$ cat src/rtl/instr_fetch_unit_pkg.sv
// rtl/instr_fetch_unit_pkg.sv - shared opcodes, state encoding and defaults for the fetch unit
package instr_fetch_unit_pkg;

  localparam int ADDR_W_DEF  = 16;
  localparam int DATA_W_DEF  = 16;
  localparam int TIMEOUT_DEF = 64;

  localparam logic [3:0] OPC_HLT = 4'hF;

  typedef enum logic [1:0] {
    ST_IDLE = 2'd0,
    ST_WAIT = 2'd1,
    ST_HOLD = 2'd2,
    ST_HALT = 2'd3
  } fetch_state_t;

  // True when the top nibble of an instruction word is the halt opcode
  function automatic logic is_hlt(input logic [3:0] opc);
    return opc == OPC_HLT;
  endfunction

endpackage

$ cat src/rtl/instr_fetch_unit_timer.sv
// rtl/instr_fetch_unit_timer.sv - saturating wait-cycle counter with clear, enable and expiry flag
module fetch_timer #(
  parameter int TIMEOUT = 64,
  parameter int CNT_W   = $clog2(TIMEOUT + 1)
) (
  input  logic             clk,
  input  logic             rst_n,
  input  logic             clear,
  input  logic             en,
  output logic [CNT_W-1:0] count,
  output logic             expired
);

  localparam logic [CNT_W-1:0] LIMIT = CNT_W'(TIMEOUT);

  // Count enabled cycles, sticking at LIMIT; clear wins over enable
  always_ff @(posedge clk or negedge rst_n) begin
    if (!rst_n) begin
      count <= '0;
    end else if (clear) begin
      count <= '0;
    end else if (en && (count != LIMIT)) begin
      count <= count + 1'b1;
    end
  end

  assign expired = (count == LIMIT);

endmodule

$ cat src/rtl/instr_fetch_unit.sv
// rtl/instr_fetch_unit.sv - single-outstanding instruction fetch between PC updater and instruction memory
module instr_fetch_unit
  import instr_fetch_unit_pkg::*;
#(
  parameter int ADDR_W  = ADDR_W_DEF,
  parameter int DATA_W  = DATA_W_DEF,
  parameter int TIMEOUT = TIMEOUT_DEF
) (
  input  logic              clk,
  input  logic              rst_n,
  input  logic [ADDR_W-1:0] pc_addr,
  output logic              pc_adv,
  input  logic              flush,
  output logic              mem_req,
  output logic [ADDR_W-1:0] mem_addr,
  input  logic              mem_rvalid,
  input  logic [DATA_W-1:0] mem_rdata,
  output logic [DATA_W-1:0] instr,
  output logic              instr_valid,
  input  logic              instr_ready,
  output logic              halted,
  output logic              mem_err,
  output logic [15:0]       fetch_count
);

  localparam int CNT_W = $clog2(TIMEOUT + 1);

  fetch_state_t state_q, state_n;

  logic              mem_req_q,       mem_req_n;
  logic [ADDR_W-1:0] mem_addr_q,      mem_addr_n;
  logic [DATA_W-1:0] instr_q,         instr_n;
  logic              instr_valid_q,   instr_valid_n;
  logic              halted_q,        halted_n;
  logic              mem_err_q,       mem_err_n;
  logic [15:0]       fetch_count_q,   fetch_count_n;
  logic              flush_pending_q, flush_pending_n;

  logic              timer_clear;
  logic              timer_en;
  logic              timer_expired;
  logic [CNT_W-1:0]  timer_count;

  // The timer only runs while a request is outstanding and restarts on each new request
  assign timer_clear = (state_q == ST_IDLE);
  assign timer_en    = (state_q == ST_WAIT);

  fetch_timer #(
    .TIMEOUT (TIMEOUT),
    .CNT_W   (CNT_W)
  ) u_timer (
    .clk     (clk),
    .rst_n   (rst_n),
    .clear   (timer_clear),
    .en      (timer_en),
    .count   (timer_count),
    .expired (timer_expired)
  );

  // State register
  always_ff @(posedge clk or negedge rst_n) begin
    if (!rst_n) begin
      state_q <= ST_IDLE;
    end else begin
      state_q <= state_n;
    end
  end

  // Datapath and status registers, loaded from the next-state logic below
  always_ff @(posedge clk or negedge rst_n) begin
    if (!rst_n) begin
      mem_req_q       <= 1'b0;
      mem_addr_q      <= '0;
      instr_q         <= '0;
      instr_valid_q   <= 1'b0;
      halted_q        <= 1'b0;
      mem_err_q       <= 1'b0;
      fetch_count_q   <= '0;
      flush_pending_q <= 1'b0;
    end else begin
      mem_req_q       <= mem_req_n;
      mem_addr_q      <= mem_addr_n;
      instr_q         <= instr_n;
      instr_valid_q   <= instr_valid_n;
      halted_q        <= halted_n;
      mem_err_q       <= mem_err_n;
      fetch_count_q   <= fetch_count_n;
      flush_pending_q <= flush_pending_n;
    end
  end

  // Next-state and register-update logic; everything holds unless a state says otherwise
  always_comb begin
    state_n         = state_q;
    mem_req_n       = mem_req_q;
    mem_addr_n      = mem_addr_q;
    instr_n         = instr_q;
    instr_valid_n   = instr_valid_q;
    halted_n        = halted_q;
    mem_err_n       = mem_err_q;
    fetch_count_n   = fetch_count_q;
    flush_pending_n = flush_pending_q;
    pc_adv          = 1'b0;

    unique case (state_q)
      ST_IDLE: begin
        // pc_addr is already the redirected target here, so flush needs no action
        pc_adv     = 1'b1;
        mem_addr_n = pc_addr;
        mem_req_n  = 1'b1;
        state_n    = ST_WAIT;
      end

      ST_WAIT: begin
        if (mem_rvalid) begin
          mem_req_n = 1'b0;
          if (flush_pending_q || flush) begin
            // Response to a stale PC: drop it and refetch from the new PC
            flush_pending_n = 1'b0;
            state_n         = ST_IDLE;
          end else begin
            instr_n       = mem_rdata;
            instr_valid_n = 1'b1;
            state_n       = ST_HOLD;
          end
        end else if (timer_expired) begin
          mem_err_n       = 1'b1;
          halted_n        = 1'b1;
          mem_req_n       = 1'b0;
          flush_pending_n = 1'b0;
          state_n         = ST_HALT;
        end else if (flush) begin
          // The read cannot be withdrawn, so remember to discard its data
          flush_pending_n = 1'b1;
        end
      end

      ST_HOLD: begin
        if (flush) begin
          instr_valid_n = 1'b0;
          state_n       = ST_IDLE;
        end else if (instr_ready) begin
          instr_valid_n = 1'b0;
          fetch_count_n = fetch_count_q + 16'd1;
          if (is_hlt(instr_q[DATA_W-1 -: 4])) begin
            halted_n = 1'b1;
            state_n  = ST_HALT;
          end else begin
            state_n = ST_IDLE;
          end
        end
      end

      ST_HALT: begin
        state_n = ST_HALT;
      end

      default: begin
        state_n = ST_IDLE;
      end
    endcase
  end

  assign mem_req     = mem_req_q;
  assign mem_addr    = mem_addr_q;
  assign instr       = instr_q;
  assign instr_valid = instr_valid_q;
  assign halted      = halted_q;
  assign mem_err     = mem_err_q;
  assign fetch_count = fetch_count_q;

endmodule

$ cat config.mk
export PLATFORM = sky130hd
export DESIGN_NAME = instr_fetch_unit
export DESIGN_NICKNAME = d
export VERILOG_FILES = /design/src/rtl/instr_fetch_unit_pkg.sv /design/src/rtl/instr_fetch_unit_timer.sv /design/src/rtl/instr_fetch_unit.sv
export SDC_FILE = /design/constraint.sdc
export NUM_CORES = 1
export LEC_CHECK = 0
export CAP_MARGIN = 10
export CORE_ASPECT_RATIO = 0.5
export CORE_MARGIN = 1
export CORE_UTILIZATION = 25
export DETAILED_ROUTE_END_ITERATION = 8
export PLACE_DENSITY = 0.58
export SLEW_MARGIN = 40
export SYNTH_ARGS = -nofsm -noshare
export SYNTH_HDL_FRONTEND = slang
export SYNTH_HIERARCHICAL = 1
export SYNTH_SLANG_ARGS = --single-unit
$ cat constraint.sdc
create_clock -name clk -period 2.2 [get_ports clk]
set_clock_uncertainty 0.2 [all_clocks]
set_input_delay 0.44 -clock clk [delete_from_list [all_inputs] [get_ports clk]]
set_output_delay 0.44 -clock clk [all_outputs]
set_load 0.01 [all_outputs]
==> results_dict.tcl, run 1 <==
set metrics [dict create \
    crit_buf_inv 1 \
    clock_latency_ps 330 \
    drc 0 \
    initial_core_util_pct 26.0 \
    mostFrequentLayoutCells "clkdlybuf4s50_1, dfrtp_1, mux2_2" \
    avgRoutedWirePerCell_um 13.9 \
    ys_ff_latch 62 \
    rows 26 \
    synthArstFlopShare_pct 100 \
    worstSetupPathType "reg2out" \
    grt_setup_unrepaired "no" \
    ir_drop_v 0.000469 \
    numPortBuffers 89 \
    antenna_found_initial 0 \
    tightest_slew_ps 477 \
    synth_edf_count 0 \
    tritoncts "done" \
    synth_cells 210 \
    grt_pass1_vias 2016 \
    period_needed_ps 2100 \
    crit_family "buffers and inverters" \
    path_cells "clkdlybuf4s50_1" \
    fin_cells 461 \
    grt_max_degree 63 \
    status "finished, final reports clean" \
    syn_nets 250 \
    reg2reg_slack_ps 260 \
    slowest_stage "clkdlybuf4s50_1" \
    cts_root_buf "clkbuf_16" \
    num_antenna_cells 0 \
    htreeDepth 3 \
    final_common_cell "clkdlybuf4s50_1" \
    hold_path_class "reg2reg" \
    die_area_um2 11200 \
    dpl.cell_count 445 \
    end_kind "primary output" \
    die_h_um 75.4 \
    layout.nets 357 \
    core_area_um2 10300 \
    dr.pass1.iters 4 \
    seq_area_frac_synth_pct 57.6 \
    syn_area_um2 2690 \
    drive_above_1_share_pct 21.5 \
    start_kind "register" \
    grt_first_pass_wirelength_um 10200 \
    final.setup.worst_slack_ps 105 \
    wl_um 6430 \
    area_growth_pct 53.2 \
    viasPerCell 4.36 \
    timing.final.crit_share_pct 95.2 \
    timing.final.hold_violations 0 \
    via_count 2011 \
    yosysUniqueCellTypes 42 \
    gp_congestion 0.794 \
    worstPathRequired_ps 1560 \
    cts_buffers 9 \
    fin_util_pct 39.9 \
    cts.sinks 62 \
    synthFlopType "dfrtp_1" \
    p_per_area_nw_per_um2 1230 \
    cp_slowest_stage_delay_ps 600 \
    pre_cts_ws_ps -1.45 \
    avgSynthCellArea_um2 12.8 \
    leakage_uw 0.00176 \
    io_pins 90 \
    finalMaxSlewViolations 0 \
    arrival_ps 1460 \
    dp.final_hpwl_um 4820 \
    ys_warn_count 6 \
    crit_fanout 7 \
    overflow 0 \
    die_w_um 149 \
    drtIter0Drc 127 \
    grt_usage_pct 12.0 \
    fmax_mhz 477 \
    cts_max_path_buffers 2 \
    clkTransAtPathRegs_ps 50 \
    power_uw 5090 \
    slew_headroom_pct 68.1 \
    drv_cap 0 \
    cts_setup_buffers 0 \
    ant_nets 0 \
    setup_violations 0 \
]
-- worst paths after layout --
check / from / end / depth (start not counted)
setup reg to reg: state_q[1]$_DFFE_PN0P_ / u_timer/count[0]$_DFFE_PN0P_ / 6
hold reg to reg: mem_err$_DFFE_PN0P_ / mem_err$_DFFE_PN0P_ / 1
setup / recovery: fetch_count[2]$_DFFE_PN0P_ / fetch_count[2] / 1
min in group asynchronous: rst_n / fetch_count[12]$_DFFE_PN0P_ / 3
max in group asynchronous: rst_n / fetch_count[14]$_DFFE_PN0P_ / 3
hold / removal: mem_err$_DFFE_PN0P_ / mem_err$_DFFE_PN0P_ / 1
-- stage by stage --
step | hold slack [ps] | cell area, um2 | setup TNS (ps)
final | 272 | 4130 | 0
after floorplan | -55.6 | 2690 | 0
after global routing | 301 | 4130 | 0
after CTS | 282 | 4120 | 0
after global placement | 266 | 3840 | 0
after detailed placement | 271 | 3840 | -1.45
-- logic make-up after synthesis --
family                   Yosys count  share of synthesized area [%]
multiplexers                      33                           13.8
AND/OR/NAND/NOR                   70                           16.6
adder cells (fa/ha/maj)            3                           1.39
AO/OA/AOI/OAI                     15                           3.39
XOR/XNOR                          17                           5.53
flip-flops                        62                           57.6
buffers and inverters             10                           1.67
-- synthesized netlist by cell type (2+ instances only) --
cell      instances  share of area (%)
clkbuf_1          2               0.28
or3_1             2               0.46
xor2_1           10                3.3
dfrtp_1          62                 58
buf_2             3               0.56
mux2_1            4                1.7
nand4b_1          2               0.65
and2_1            2               0.46
nand3_1           3               0.56
and3_1            3               0.70
nor2b_1           5                1.2
nand2_1          14                2.0
nand3b_1          2               0.56
nand4_1           8                1.9
nor3_1            2               0.37
nor2_1           10                1.4
inv_1             4               0.56
ha_1              3                1.4
o21ai_0           6                1.1
mux2_2           29                 12
a21oi_1           5               0.93
nor3_2            3                1.1
xnor2_1           7                2.3
-- registers in the layout, summed over array words and instances (netlist names) --
name             flops
state_q              2
mem_req              1
instr_valid          1
instr               16
mem_err              1
fetch_count         16
u_timer/count        7
mem_addr            16
flush_pending_q      1
halted               1
-- final cells by class --
class	instances	area (um2)
clock buffers	11	253
repair buffers	102	1010
well taps	140	175
flip-flops and latches	62	1550
multi-input cells	138	1100
inverters	4	15.0
clock inverters	4	22.5
fillers	1006	6220
-- power by group --
part / leakage [uW] / switching [uW] / internal [uW]
registers: 0.000770 / 268 / 1550
logic: 0.000851 / 794 / 1200
clock network: 0.000137 / 468 / 809
-- metal layers --
layer	GRT usage, %	part of all wire [%]	up-vias
met4	5.90	1.6	0
met2	19.5	51	31
met3	3.23	2.9	11
li1	-	-	956
met5	0	0	-
met1	15.3	45	1013
-- timing repair --
item                                    4_1_cts  5_1_grt
resized for setup                             1        0
hold buffers                                  1        0
endpoints found under the hold margin        62        0
endpoints found under the setup margin        1        0
No activity file was read; power rests on OpenSTA's default activity.
==> inputs of run 2 (changes only) <==
--- a/config.mk
+++ b/config.mk
@@ -7,2 +7,3 @@
 export LEC_CHECK = 0
+export ABC_AREA = 1
 export CAP_MARGIN = 10
@@ -12,3 +13,3 @@
 export DETAILED_ROUTE_END_ITERATION = 8
-export PLACE_DENSITY = 0.58
+export PLACE_DENSITY = 0.57
 export SLEW_MARGIN = 40
==> constraint.sdc (replaced) <==
create_clock -name clk -period 2.2 [get_ports clk]
set_clock_uncertainty 0.2 [all_clocks]
set_input_delay 0.66 -clock clk [delete_from_list [all_inputs] [get_ports clk]]
set_output_delay 0.66 -clock clk [all_outputs]
set_load 0.01 [all_outputs]
==> results_dict.tcl, run 2 <==
set metrics [dict create \
    status "finished, final reports clean" \
    dp.final_hpwl_um 5010 \
    crit_buf_inv 1 \
    setup_violations 0 \
    cts_root_buf "clkbuf_16" \
    slowest_stage "clkdlybuf4s50_1" \
    core_area_um2 11200 \
    drive_above_1_share_pct 17.0 \
    cts.sinks 62 \
    avgSynthCellArea_um2 9.09 \
    clkTransAtPathRegs_ps 50 \
    arrival_ps 1280 \
    avgRoutedWirePerCell_um 11.4 \
    drv_cap 0 \
    cp_slowest_stage_delay_ps 560 \
    fin_util_pct 39.8 \
    grt_max_degree 37 \
    cts_buffers 9 \
    synthArstFlopShare_pct 100 \
    wl_met3_um 282 \
    num-fill-cells 1151 \
    synthMostInstantiatedCell "nand2_1" \
    p_per_area_nw_per_um2 1180 \
    final_common_cell "nand2_1" \
    grt_usage_pct 12.2 \
    gp_congestion 0.778 \
    worstPathRequired_ps 1340 \
    crit_fanout 4 \
    routed.top_layer "met4" \
    synth_top_area_share_pct 52.5 \
    area_growth_pct 51.6 \
    end_kind "primary output" \
    tritoncts "done" \
    synth-compound-area-share_pct 1.10 \
    drc 0 \
    start_kind "register" \
    grt_first_pass_wirelength_um 11600 \
    wl_met2_um 3300 \
    synth_largest_area_cell "dfrtp_1" \
    synth_edf_count 0 \
    seq_area_frac_synth_pct 52.5 \
    rows 27 \
    wl_met1_um 3230 \
    muxShareOfSynthArea_pct 7.25 \
    die_h_um 78.9 \
    fin_area_um2 4480 \
    yosys.area_share.simple_pct 29.5 \
    syn_nets 365 \
    whs_ps 83.5 \
    syn_area_um2 2950 \
    wl_um 6880 \
    synth_commonest_cells "nand2_1, dfrtp_1, nor2_1" \
    die_w_um 156 \
    synthAdderAreaFrac_pct 1.27 \
    ir_drop_v 0.000432 \
    synth_cells 325 \
    overflow 0 \
    path_cells "clkdlybuf4s50_1" \
    viasPerCell 3.99 \
    grt_pass1_vias 2433 \
    clock_latency_ps 320 \
    cts_max_path_buffers 2 \
    layout.nets 482 \
    crit_family "buffers and inverters" \
    tightest_slew_ps 459 \
    synth_top_family_by_area "simple AND/OR/NAND/NOR gates" \
    synthFlopType "dfrtp_1" \
    period_needed_ps 2140 \
    finalMaxSlewViolations 0 \
    yosysUniqueCellTypes 28 \
    hold_path_class "in2async" \
    initial_core_util_pct 26.2 \
    synthXorXnorAreaFrac_pct 3.26 \
    timing.final.hold_violations 0 \
    worstSetupPathType "reg2out" \
    timing.final.crit_share_pct 97.3 \
    ys_ff_latch 62 \
    ys_warn_count 6 \
    dr.pass1.iters 4 \
    antenna_found_initial 0 \
    placed_area_um2 4150 \
    drtIter0Drc 131 \
    fmax_mhz 467 \
    mostFrequentLayoutCells "nand2_1, clkdlybuf4s50_1, dfrtp_1" \
    via_count 2415 \
    grt_setup_unrepaired "no" \
    yosys-top-cells-area "dfrtp_1, nand2_1, mux2_4" \
    htreeDepth 3 \
    die_area_um2 12300 \
    io_pins 90 \
    numPortBuffers 89 \
    slew_headroom_pct 69.4 \
    num_antenna_cells 0 \
    ant_nets 0 \
    leakage_uw 0.00223 \
]
-- run 2: changes by cell type after synthesis, sizes merged, moves of 3 or more --
cell / delta
mux2: -17
clkinv: +3
inv: +24
nand3: +14
nand2: +112
nand4: -4
nor2: +25
nor2b: -5
xnor2: -3
a21oi: -5
xor2: -3
-- run 2: power breakdown --
group	leakage [uW]	switching, uW	total (uW)	internal, uW
clock network	0.000133	459	1270	815
registers	0.000776	266	1830	1560
logic	0.00132	1000	2180	1180
-- run 2: per-stage QoR --
stage	setup WS (ps)	total power (uW)	TNS, ps	instances
after floorplan	204	2910	0	325
after global placement	-18.2	4010	-126	584
after detailed placement	-43.4	4040	-469	584
after CTS	1.89	5370	0	602
after global routing	10.7	5660	0	605
final	60.4	5280	0	605
-- run 2: routing by layer --
layer | track usage [%] | vias to the layer above
met3 | 4.53 | 7
met1 | 14.5 | 1120
met4 | 3.82 | 0
met5 | 0 | -
met2 | 20.5 | 37
li1 | - | 1251
-- run 2: cell families (layout without fill, tap and decap cells) --
kind of cell             Yosys count  in the layout
AND/OR/NAND/NOR                  192            192
XOR/XNOR                          11             11
multiplexers                      16             16
AO/OA/AOI/OAI                      6              6
buffers and inverters             35            156
adder cells (fa/ha/maj)            3              3
flip-flops                        62             62
-- run 2: timing repair --
| action | in CTS | in global routing |
|---|---|---|
| endpoints found under the hold margin | 0 | 0 |
| setup endpoints to repair | 7 | 9 |
| hold buffers | 0 | 0 |
| gates resized for setup | 4 | 6 |
| buffers inserted | 3 | 3 |
-- run 2: worst paths after layout --
check                                           start  cells past startpoint                      endpoint  slack (ps)
hold reg to reg                   mem_err$_DFFE_PN0P_                      2           mem_err$_DFFE_PN0P_         270
setup / recovery           fetch_count[0]$_DFFE_PN0P_                      1                fetch_count[0]          60
min in group clk                  mem_err$_DFFE_PN0P_                      2           mem_err$_DFFE_PN0P_         270
hold / removal                                  rst_n                      1   fetch_count[11]$_DFFE_PN0P_          80
setup reg to reg               state_q[1]$_DFFE_PN0P_                      5         instr[11]$_DFFE_PN0P_         490
max in group asynchronous                       rst_n                      2  u_timer/count[2]$_DFFE_PN0P_        1150
-- run 2: layout make-up --
| class | count | area [um2] | area share, % |
|---|---|---|---|
| flip-flops and latches | 62 | 1560 | 34.8 |
| multi-input cells | 228 | 1250 | 28.0 |
| repair buffers | 110 | 1080 | 24.1 |
| clock buffers | 14 | 264 | 5.90 |
| well taps | 159 | 199 | 4.45 |
| inverters | 31 | 119 | 2.66 |
| clock inverters | 1 | 5.00 | 0.112 |
==> inputs of run 3 (changes only) <==
Settings changed: CORE_ASPECT_RATIO 0.5 to 1.25.
==> results_dict.tcl, run 3 (synthesized netlist as in run 2, its figures left out) <==
set metrics [dict create \
    die_h_um 124 \
    start_kind "register" \
    p_per_area_nw_per_um2 1240 \
    io_pins 90 \
    dpl.cell_count 561 \
    mostFrequentLayoutCells "nand2_1, clkdlybuf4s50_1, dfrtp_1" \
    wl_um 7060 \
    drv_cap 0 \
    die_w_um 99.2 \
    slowest_stage "clkdlybuf4s50_1" \
    power_frac_comb_pct 38.2 \
    pre_cts_ws_ps -179 \
    dp.final_hpwl_um 5190 \
    fmax_mhz 462 \
    grt_first_pass_wirelength_um 11400 \
    arrival_ps 1300 \
    status "finished, final reports clean" \
    tightest_slew_ps 459 \
    die_area_um2 12300 \
    grt_pass1_vias 2449 \
    crit_family "buffers and inverters" \
    viasPerCell 4.27 \
    swShare_pct 32.2 \
    grt_setup_unrepaired "no" \
    cts_root_buf "clkbuf_16" \
    overflow 0 \
    via_count 2494 \
    period_needed_ps 2160 \
    avgRoutedWirePerCell_um 12.1 \
    drtIter0Drc 74 \
    num_antenna_cells 0 \
    crit_buf_inv 1 \
    core_area_um2 11600 \
    ant_nets 0 \
    numPortBuffers 89 \
    slew_headroom_pct 69.4 \
    worstPathRequired_ps 1340 \
    clock_latency_ps 320 \
    fin_area_um2 4510 \
    cp_slowest_stage_delay_ps 570 \
    tritoncts "done" \
    switchingPower_uw 1800 \
    drc 0 \
    placed_area_um2 4100 \
    worstSetupPathType "reg2out" \
    finalMaxSlewViolations 0 \
    grt_usage_pct 12.1 \
    timing.final.hold_violations 0 \
    rows 44 \
    timing.final.crit_share_pct 98.3 \
    initial_core_util_pct 25.5 \
    leakage_uw 0.00219 \
    clockPowerShare_pct 28.8 \
    intPower_uw 3790 \
    cts_buffers 9 \
    setup_violations 0 \
    final_common_cell "nand2_1" \
    antenna_found_initial 0 \
    grt_max_degree 32 \
    power_uw 5590 \
    hold_path_class "in2async" \
    clkTransAtPathRegs_ps 50 \
    crit_fanout 5 \
    area_growth_pct 52.6 \
    end_kind "primary output" \
    htreeDepth 3 \
    fin_cells 584 \
    layout.nets 481 \
    cts_max_path_buffers 2 \
    p_seq_share_pct 33.0 \
    drive_above_1_share_pct 17.5 \
    ir_drop_v 0.000375 \
    gp_congestion 0.733 \
    cts.sinks 62 \
    final.setup.worst_slack_ps 37.1 \
    dr.pass1.iters 4 \
    path_cells "clkdlybuf4s50_1" \
]
[run 3: cell types whose count changed in the layout (fill, tap and decap cells not counted), moves of 2 or more]
cell,change
bufinv_16,+3
clkbuf_1,-2
clkbuf_8,-2
clkdlybuf4s50_1,+2
dlymetal6s2s_1,-3
[run 3: per-stage QoR]
step                      hold slack [ps]  setup TNS (ps)  util [%]
after floorplan                       164               0         -
after global placement                255           -1640      35.5
after detailed placement              258           -3310      35.5
after CTS                            97.4               0      38.5
after global routing                  106               0      39.0
final                                82.8               0      39.0
[run 3: power groups by stage]
stage / Combinational [uW] / Clock, uW / Sequential, uW
final: 2130 / 1610 / 1850
after floorplan: 921 / 0 / 1990
after detailed placement: 2180 / 0 / 1870
after global routing: 2360 / 1710 / 1910
after global placement: 2140 / 0 / 1860
after CTS: 2180 / 1660 / 1860
[run 3: layout make-up]
class / count / area [um2]
fill: 1160 / 7050
multi-input combinational: 228 / 1260
sequential: 62 / 1560
clock inverter: 6 / 109
timing repair buffer: 109 / 1060
clock buffer: 10 / 229
inverter: 31 / 119
tap: 138 / 173
[run 3: final timing paths]
check                                                  from  slack (ps)  cells past startpoint                          to
worst max register to register       state_q[1]$_DFFE_PN0P_         360                      4        instr[1]$_DFFE_PN0P_
worst max-delay path            fetch_count[13]$_DFFE_PN0P_          40                      1             fetch_count[13]
worst min register to register     mem_addr[14]$_DFFE_PN0P_         270                      2    mem_addr[14]$_DFFE_PN0P_
max in group asynchronous                             rst_n        1200                      2     mem_addr[6]$_DFFE_PN0P_
worst min-delay path                                  rst_n          80                      1  fetch_count[7]$_DFFE_PN0P_
min in group clk                   mem_addr[14]$_DFFE_PN0P_         270                      2    mem_addr[14]$_DFFE_PN0P_
[run 3: timing repair]
item	CTS	global route
cloned	0	0
endpoints found under the hold margin	0	0
resized for setup	6	3
setup endpoints to repair	5	8
hold buffers	0	0
setup buffers	0	7
[run 3: layer usage]
| layer | track usage, % | wire, um | up-vias | share of wire [%] |
|---|---|---|---|---|
| li1 | - | - | 1248 | - |
| met1 | 14.4 | 3100 | 1191 | 44 |
| met2 | 20.8 | 3590 | 47 | 51 |
| met3 | 2.88 | 274 | 8 | 3.9 |
| met4 | 5.24 | 92 | 0 | 1.3 |
| met5 | 0 | 0 | - | 0 |
